--- src/rtl/fish_cut_counter.sv ---
// Per-frame cut-mask occupancy counter with a hysteresis FSM that counts fish passages.
// Optional FISH_MIN_DWELL_EN: passages shorter than MIN_DWELL occupied frames are rejected.
module fish_cut_counter #(
    parameter int OCC_W      = 16,
    parameter int CNT_W      = 16,
    parameter int TH_ON      = 64,
    parameter int TH_OFF     = 16,
    parameter int ON_FRAMES  = 2,
    parameter int OFF_FRAMES = 3,
    parameter int MIN_DWELL  = 4
) (
    input  logic             clk,
    input  logic             rst,
    input  logic             pix_valid_i,
    input  logic             mask_eq_i,
    input  logic             fg_i,
    input  logic             frame_end_i,
    input  logic             count_clr_i,
    output logic [OCC_W-1:0] frame_occ_o,
    output logic             occupied_o,
    output logic [CNT_W-1:0] fish_count_o,
    output logic             count_pulse_o,
    output logic             reject_pulse_o
);

    localparam logic [1:0] ST_IDLE = 2'd0;
    localparam logic [1:0] ST_ARM  = 2'd1;
    localparam logic [1:0] ST_OCC  = 2'd2;
    localparam logic [1:0] ST_REL  = 2'd3;

`ifdef FISH_MIN_DWELL_EN
    localparam bit DWELL_EN = 1'b1;
`else
    localparam bit DWELL_EN = 1'b0;
`endif

    logic [OCC_W-1:0] acc_q, acc_d, acc_inc_s, frame_occ_q, frame_occ_d;
    logic             eval_q;
    logic [1:0]       state_q, state_d;
    logic [7:0]       streak_q, streak_d, streak_inc_s;
    logic [7:0]       dwell_q, dwell_d, dwell_inc_s;
    logic [CNT_W-1:0] fish_count_q, fish_count_d;
    logic             occupied_q, count_pulse_q, reject_pulse_q;
    logic             pix_hit_s, hit_s, clear_s, exit_s, reject_s, count_s;

    assign pix_hit_s    = pix_valid_i & mask_eq_i & fg_i;
    assign acc_inc_s    = (pix_hit_s && (acc_q != {OCC_W{1'b1}})) ? acc_q + OCC_W'(1) : acc_q;
    assign hit_s        = 32'(frame_occ_q) >= TH_ON;
    assign clear_s      = 32'(frame_occ_q) < TH_OFF;
    assign streak_inc_s = (streak_q == 8'hFF) ? streak_q : streak_q + 8'd1;
    assign dwell_inc_s  = (dwell_q == 8'hFF) ? dwell_q : dwell_q + 8'd1;

    // Accumulator and frame latch; a pixel on the frame_end cycle belongs to the ending frame.
    always_comb begin
        acc_d       = acc_inc_s;
        frame_occ_d = frame_occ_q;
        if (frame_end_i) begin
            acc_d       = '0;
            frame_occ_d = acc_inc_s;
        end else begin
            acc_d       = acc_inc_s;
        end
    end

    // Hysteresis FSM, evaluated once per latched frame.
    always_comb begin
        state_d  = state_q;
        streak_d = streak_q;
        dwell_d  = dwell_q;
        exit_s   = 1'b0;
        if (eval_q) begin
            case (state_q)
                ST_IDLE: begin
                    if (hit_s) begin
                        if (ON_FRAMES == 1) begin
                            state_d  = ST_OCC;
                            streak_d = 8'd0;
                            dwell_d  = 8'd1;
                        end else begin
                            state_d  = ST_ARM;
                            streak_d = 8'd1;
                        end
                    end else begin
                        state_d = ST_IDLE;
                    end
                end
                ST_ARM: begin
                    if (hit_s) begin
                        if (32'(streak_inc_s) >= ON_FRAMES) begin
                            state_d  = ST_OCC;
                            streak_d = 8'd0;
                            dwell_d  = 8'd1;
                        end else begin
                            streak_d = streak_inc_s;
                        end
                    end else begin
                        state_d  = ST_IDLE;
                        streak_d = 8'd0;
                    end
                end
                ST_OCC: begin
                    dwell_d = dwell_inc_s;
                    if (clear_s) begin
                        if (OFF_FRAMES == 1) begin
                            exit_s = 1'b1;
                        end else begin
                            state_d  = ST_REL;
                            streak_d = 8'd1;
                        end
                    end else begin
                        state_d = ST_OCC;
                    end
                end
                ST_REL: begin
                    dwell_d = dwell_inc_s;
                    if (clear_s) begin
                        if (32'(streak_inc_s) >= OFF_FRAMES) begin
                            exit_s = 1'b1;
                        end else begin
                            streak_d = streak_inc_s;
                        end
                    end else begin
                        state_d  = ST_OCC;
                        streak_d = 8'd0;
                    end
                end
                default: begin
                    state_d  = ST_IDLE;
                    streak_d = 8'd0;
                    dwell_d  = 8'd0;
                end
            endcase
            if (exit_s) begin
                state_d  = ST_IDLE;
                streak_d = 8'd0;
                dwell_d  = 8'd0;
            end else begin
                state_d  = state_d;
            end
        end else begin
            state_d = state_q;
        end
    end

    // Dwell is judged on the frames completed before the exit frame.
    assign reject_s = DWELL_EN && exit_s && (32'(dwell_q) < MIN_DWELL);
    assign count_s  = exit_s && !reject_s;

    // Fish counter: clear wins over a coincident increment, wraps silently.
    always_comb begin
        fish_count_d = fish_count_q;
        if (count_clr_i) begin
            fish_count_d = '0;
        end else if (count_s) begin
            fish_count_d = fish_count_q + CNT_W'(1);
        end else begin
            fish_count_d = fish_count_q;
        end
    end

    // State and registered outputs.
    always_ff @(posedge clk or posedge rst) begin
        if (rst) begin
            acc_q          <= '0;
            frame_occ_q    <= '0;
            eval_q         <= 1'b0;
            state_q        <= ST_IDLE;
            streak_q       <= 8'd0;
            dwell_q        <= 8'd0;
            fish_count_q   <= '0;
            occupied_q     <= 1'b0;
            count_pulse_q  <= 1'b0;
            reject_pulse_q <= 1'b0;
        end else begin
            acc_q          <= acc_d;
            frame_occ_q    <= frame_occ_d;
            eval_q         <= frame_end_i;
            state_q        <= state_d;
            streak_q       <= streak_d;
            dwell_q        <= dwell_d;
            fish_count_q   <= fish_count_d;
            occupied_q     <= (state_d == ST_OCC) || (state_d == ST_REL);
            count_pulse_q  <= count_s;
            reject_pulse_q <= reject_s;
        end
    end

    assign frame_occ_o    = frame_occ_q;
    assign occupied_o     = occupied_q;
    assign fish_count_o   = fish_count_q;
    assign count_pulse_o  = count_pulse_q;
    assign reject_pulse_o = reject_pulse_q;

endmodule

--- config.mk ---
export PLATFORM = sky130hd
export DESIGN_NAME = fish_cut_counter
export DESIGN_NICKNAME = d
export VERILOG_FILES = /design/src/rtl/fish_cut_counter.sv
export SDC_FILE = /design/constraint.sdc
export NUM_CORES = 1
export LEC_CHECK = 0
export CORE_MARGIN = 3
export CORE_UTILIZATION = 30
export DETAILED_ROUTE_END_ITERATION = 12
export PLACE_DENSITY = 0.5
export SKIP_LAST_GASP = 1
export SYNTH_ARGS = -nofsm -noshare
export SYNTH_HDL_FRONTEND = slang
export SYNTH_SLANG_ARGS = --single-unit
--- constraint.sdc ---
create_clock -name clk -period 2.4 [get_ports clk]
set_clock_uncertainty 0.05 [all_clocks]
set_input_delay 0.24 -clock clk [delete_from_list [all_inputs] [get_ports clk]]
set_output_delay 0.24 -clock clk [all_outputs]
set_load 0.02 [all_outputs]
# Yosys cells after proc, flatten, opt, wreduce, memory -nomap -nowiden
# Index checks and enable logic that the tools add are counted.
dict set report classes {
  bitwise_logic 2
  magnitude_cmp 4
  n_addsub 3
  n_mux 26
  shift 0
  reduce_logical 5
  n_eq_ne 10
  div 0
  n_mul 0
}
# cell n
set ops {}
lappend ops {{$mux 16} 4}
lappend ops {{$mux 8} 8}
lappend ops {{$add 16x1->16 const B} 2}
lappend ops {{$pmux 8 s4} 1}
lappend ops {{$ge 16x7->1 const B} 1}
lappend ops {{$ge 8x2->1 const B} 2}
lappend ops {{$lt 16x5->1 const B} 1}
lappend ops {{$ne 16x16->1 const B} 1}
lappend ops {{$mux 2} 5}
lappend ops {{$add 8x1->8 const B} 1}
lappend ops {{$eq 2x2->1 const B} 4}
lappend ops {{$eq 8x8->1 const B} 1}
lappend ops {{$pmux 2 s4} 1}
lappend ops {{$mux 1} 7}
lappend ops {{$ne 3x3->1 const B} 2}
lappend ops {{$ne 4x4->1 const B} 1}
lappend ops {{$reduce_and 4->1} 1}
lappend ops {{$and 1x1->1} 2}
lappend ops {{$eq 2x1->1 const B} 1}
lappend ops {{$logic_not 2->1} 1}
lappend ops {{$reduce_bool 2->1} 1}
lappend ops {{$logic_and 1x1->1} 1}
lappend ops {{$logic_or 1x1->1} 1}
dict set report totals {
  out_inout_bits 35
  mem_count 0
  mem_bits_ro 0
  latchBits 0
  inputBits 7
  mem_bits_rw 0
  ff_bits 61
  word_cells 58
}

# Logic depth before layout (Yosys ltp)
dict set report depth {
  depth_word 11
  mapped_depth 9
  depth_no_buf 7
}

# Worst setup path after synthesis
# Ideal clock, no wire load.
dict set report synth_timing {
  kind {register to register}
  start {reg frame_occ_q[11], in the netlist frame_occ_o[11]}
  end {reg fish_count_q[3], in the netlist fish_count_o[3]}
  period_less_slack_ps 2026
  required_ps 2214
  n_path_buf 2
  setup_time_ps 136
  setup_slack_ps 374
  stages_incl_launch_ff 9
  t_arrival_ps 1840
  path_cell_list {dfrtp_1 -> nor4_2 -> nand3_2 -> nor3_4 -> o21ai_2 -> buf_6 -> buf_4 -> o31ai_1 -> a21oi_1}
}
dict set report synth_between {
  elab_chain_cells 6
}
# item line
set synth_lines {}
lappend synth_lines {{from (decl)} 37} ;# logic [OCC_W-1:0] acc_q, acc_d, acc_inc_s, frame_occ_q, frame_occ_d;
lappend synth_lines {{from (signal assigned)} 176} ;# frame_occ_q <= frame_occ_d;
lappend synth_lines {{$lt 16x5->1} 49} ;# assign clear_s = 32'(frame_occ_q) < TH_OFF;
lappend synth_lines {{$mux 1} 116} ;# if (clear_s) begin
lappend synth_lines {{$mux 1} 72} ;# case (state_q)
lappend synth_lines {{$mux 1 (2 in a row)} 71} ;# if (eval_q) begin
lappend synth_lines {{$reduce_bool 2->1 (no source line)} n/a}
lappend synth_lines {{to (signal assigned)} 181} ;# fish_count_q <= fish_count_d;
lappend synth_lines {{to (decl)} 42} ;# logic [CNT_W-1:0] fish_count_q, fish_count_d;
# No other way between the ends. The select of a mux whose other input is x is not followed.
# A chain may end at the register's enable or synchronous reset.

# Worst setup path in the final report
dict set report layout_timing {
  start {reg frame_occ_q[15], in the netlist frame_occ_o[15]}
  end {reg fish_count_q[13], in the netlist fish_count_o[13]}
}
# The elaborated chain is that of the path after synthesis.

==> impl_metrics.env <==
export IMPL_ys_types=40
export IMPL_crit_chain="nor4_2 -> nand3_2 -> nor3_4 -> o21ai_2 -> buf_12 -> or4_1 -> a21oi_1"
export IMPL_post_route_period_util_pct=93.8
export IMPL_initial_core_util_pct=31.5
export IMPL_io_buffers=40
export IMPL_clk_latency_ns=0.34
export IMPL_cts_sinks=61
export IMPL_drt_wl_total_um=6050
export IMPL_finalHoldViolCount=0
export IMPL_design_area_sq_um=3610
export IMPL_tightest_slew_ns=0.635
export IMPL_nets=345
export IMPL_r2r_cells=7
export IMPL_status="finished, final reports clean"
export IMPL_synthAdderAreaFrac_pct=1.33
export IMPL_hp_class="in -> async"
export IMPL_drt_iter0_drc=49
export IMPL_criticalPathCategory="reg -> reg"
export IMPL_finalSetupViolCount=0
export IMPL_numCtsBuffers=9
export IMPL_post_place_ws_ns=0.174
export IMPL_synth_top_cell_by_area="dfrtp_1"
export IMPL_syn_cell_area_sq_um=2810
export IMPL_synth_compound_gate_area_share_pct=10.5
export IMPL_die_w_um=103
export IMPL_worstPathMaxFanout=26
export IMPL_finalMaxSlewViolations=0
export IMPL_cp_required_ns=2.61
export IMPL_ioPinCount=42
export IMPL_ys_ff_latch=61
export IMPL_cts_path_max_buffers=2
export IMPL_period_needed_ns=2.25
export IMPL_wl_per_cell_um=13.5
export IMPL_synthArstFlopShare_pct=100
export IMPL_die_h_um=103
export IMPL_synth_top_family_by_area="simple AND/OR/NAND/NOR gates"
export IMPL_maxCapViolCount=0
export IMPL_crit_path_end_kind="flip-flop"
export IMPL_critPathMaxStageDelay_ns=0.46
export IMPL_cts_hold_buffers_added=0
export IMPL_p_leak_nw=1.51
export IMPL_relSlewSlack_pct=57.6
export IMPL_antenna_found_initial=0
export IMPL_ctsRootBufferMaster="clkbuf_8"
export IMPL_cts_setup_buffers=0
export IMPL_grt_pass1_wl_um=10100
export IMPL_finalWorstSetupSlack_ns=0.148
export IMPL_core_region_area_sq_um=8930
export IMPL_pwr_share_seq_pct=45.0
export IMPL_insertedDiodeCount=0
export IMPL_arrival_ns=2.46
export IMPL_start_kind="flip-flop"
export IMPL_ys_top_cells_by_count="61 x dfrtp_1, 51 x nor2_1, 30 x a21oi_1"
export IMPL_internal_power_mw=1.85
export IMPL_htree_levels=3
export IMPL_yosysWarningCount=0
export IMPL_power_frac_comb_pct=13.0
export IMPL_synthSimpleGateAreaFrac_pct=24.2
export IMPL_drcViolationCount=0
export IMPL_synthXorXnorAreaFrac_pct=5.29
export IMPL_cp_num_buf_inv=1
export IMPL_first_pass_iters=5
export IMPL_synth_edf_count=0
export IMPL_routed_via_density=4.90
export IMPL_area_delta_synth_final_pct=28.4
export IMPL_fill_cells=896
export IMPL_switching_share_pct=25.6
export IMPL_cts_clk_slew_worst_paths_ns=0.07
export IMPL_ctsResizeCount=0
export IMPL_yosysSeqAreaShare_pct=54.3
export IMPL_synth_most_common_cell="dfrtp_1"
export IMPL_syn_instance_count=285
export IMPL_synth_fp_nets=295
export IMPL_overflow=0
export IMPL_synth_area_leaders="dfrtp_1 54%, nor2_1 6.8%, a21oi_1 5.3%"
export IMPL_synth_top_cell_area_share_pct=54.3
export IMPL_grt_start_max_net_pins=62
export IMPL_fmax_mhz=444
export IMPL_rows=34
export IMPL_crit_start="frame_occ_o[15]"
export IMPL_fp_dieArea_sq_um=10600
export IMPL_p_sw_mw=0.636
export IMPL_synthMuxAreaShare_pct=1.78
export IMPL_placed_area_sq_um=3390
export IMPL_drtAntennaViolNets=0
export IMPL_track_usage_pct=12.3
export IMPL_grt_pass1_vias=2128
export IMPL_vias=2197
export IMPL_p_per_area_nw_per_um2=688
export IMPL_drive_gt1_share_pct=10.3
export IMPL_seq_area_sq_um=1530
export IMPL_hpwl_um=4070
export IMPL_cp_depth=7
export IMPL_rsz0062_at_grt="false"
export IMPL_cpMaxStageDelayCell="or4_1"
export IMPL_ir_drop_mv=0.236
export IMPL_cts_tree="yes"
export IMPL_reg2reg_from="frame_occ_o[15]"
export IMPL_crit_family="simple AND/OR/NAND/NOR gates"
export IMPL_synthFlopType="dfrtp_1"
export IMPL_gp_congestion=0.753
export IMPL_clock_power_share_pct=42.0
export IMPL_multi_input_area_sq_um=1220
export IMPL_finalSetupTns_ns=0
export IMPL_syn_avg_cell_area_sq_um=9.87
==> sequential cells by signal (all words and copies together) (netlist names) <==
name / count
acc_q: 16
fish_count_o: 16
frame_occ_o: 16
streak_q: 8
state_q: 2
count_pulse_o: 1
eval_q: 1
occupied_o: 1
==> final timing paths <==
| kind | to | slack (ns) |
|---|---|---|
| hold / removal | fish_count_o[11] | 0.23 |
| min in group clk | streak_q[6] | 0.48 |
| max in group asynchronous | count_pulse_o | 1.79 |
| setup / recovery | fish_count_o[13] | 0.15 |
| setup reg to reg | fish_count_o[13] | 0.15 |
| hold reg to reg | streak_q[6] | 0.48 |
==> metal layers <==
layer / GRT usage, % / vias to the layer above / routed length, um
met4: 3.78 / 0 / 46
met1: 15.9 / 1032 / 2930
met2: 19.2 / 48 / 2780
li1: - / 1109 / -
met5: 0 / - / 0
met3: 4.67 / 8 / 296
==> cells in the final DEF (no fill, tap or decap), types with 3 or more instances in the layout <==
cell type and n:
o21ai_1 10, mux2i_1 5, or3_1 9, o31ai_1 4
and2_1 6, xnor2_1 6, nand2_1 17, nand4_1 12
nand3_1 13, clkbuf_8 11, nor3_1 5, dfrtp_1 61
nor4_2 4, a21oi_1 30, clkdlybuf4s50_1 40, nor2_1 51
buf_4 7, xor2_1 11, or4_1 4, ha_1 3
==> kinds of logic (layout without fill, tap and decap cells) <==
family	after synthesis	count (layout)
AND/OR/NAND/NOR	132	132
flip-flops	61	61
other	1	1
XOR/XNOR	17	17
AO/OA/AOI/OAI	52	52
buffers and inverters	14	69
multiplexers	5	5
adder cells (fa/ha/maj)	3	3
==> power groups by stage <==
stage	logic, mW	registers [mW]	clock network [mW]
after floorplan	0.155	1.18	0
after global placement	0.330	1.14	0
after detailed placement	0.328	1.14	0
after CTS	0.329	1.12	1.07
after global routing	0.360	1.13	1.11
final	0.323	1.12	1.04
==> area by class of cell <==
| type | count | share of cell area (%) |
|---|---|---|
| Clock buffer | 12 | 4.30 |
| Clock inverter | 4 | 1.94 |
| Inverter | 4 | 0.416 |
| Multi-Input combinational cell | 210 | 33.7 |
| Sequential cell | 61 | 42.3 |
| Tap cell | 108 | 3.74 |
| Timing Repair Buffer | 49 | 13.6 |
==> worst register-to-register path, cell delays in order (launching register included) <==
cell and delay (ns):
dfrtp_1 0.41, nor4_2 0.39, nand3_2 0.19, nor3_4 0.26, o21ai_2 0.10, buf_12 0.17, or4_1 0.47, a21oi_1 0.15
==> metrics by stage <==
step                total power [mW]  hold slack, ns  instances  utilization [%]
floorplan                       1.33           0.221        285                -
global placement                1.47           0.453        432             37.9
detailed placement              1.47           0.456        432             37.9
CTS                             2.52           0.246        448             40.4
global route                    2.60           0.279        448             40.4
finish                          2.49           0.231        448             40.4
No activity file was read; power rests on OpenSTA's default activity.
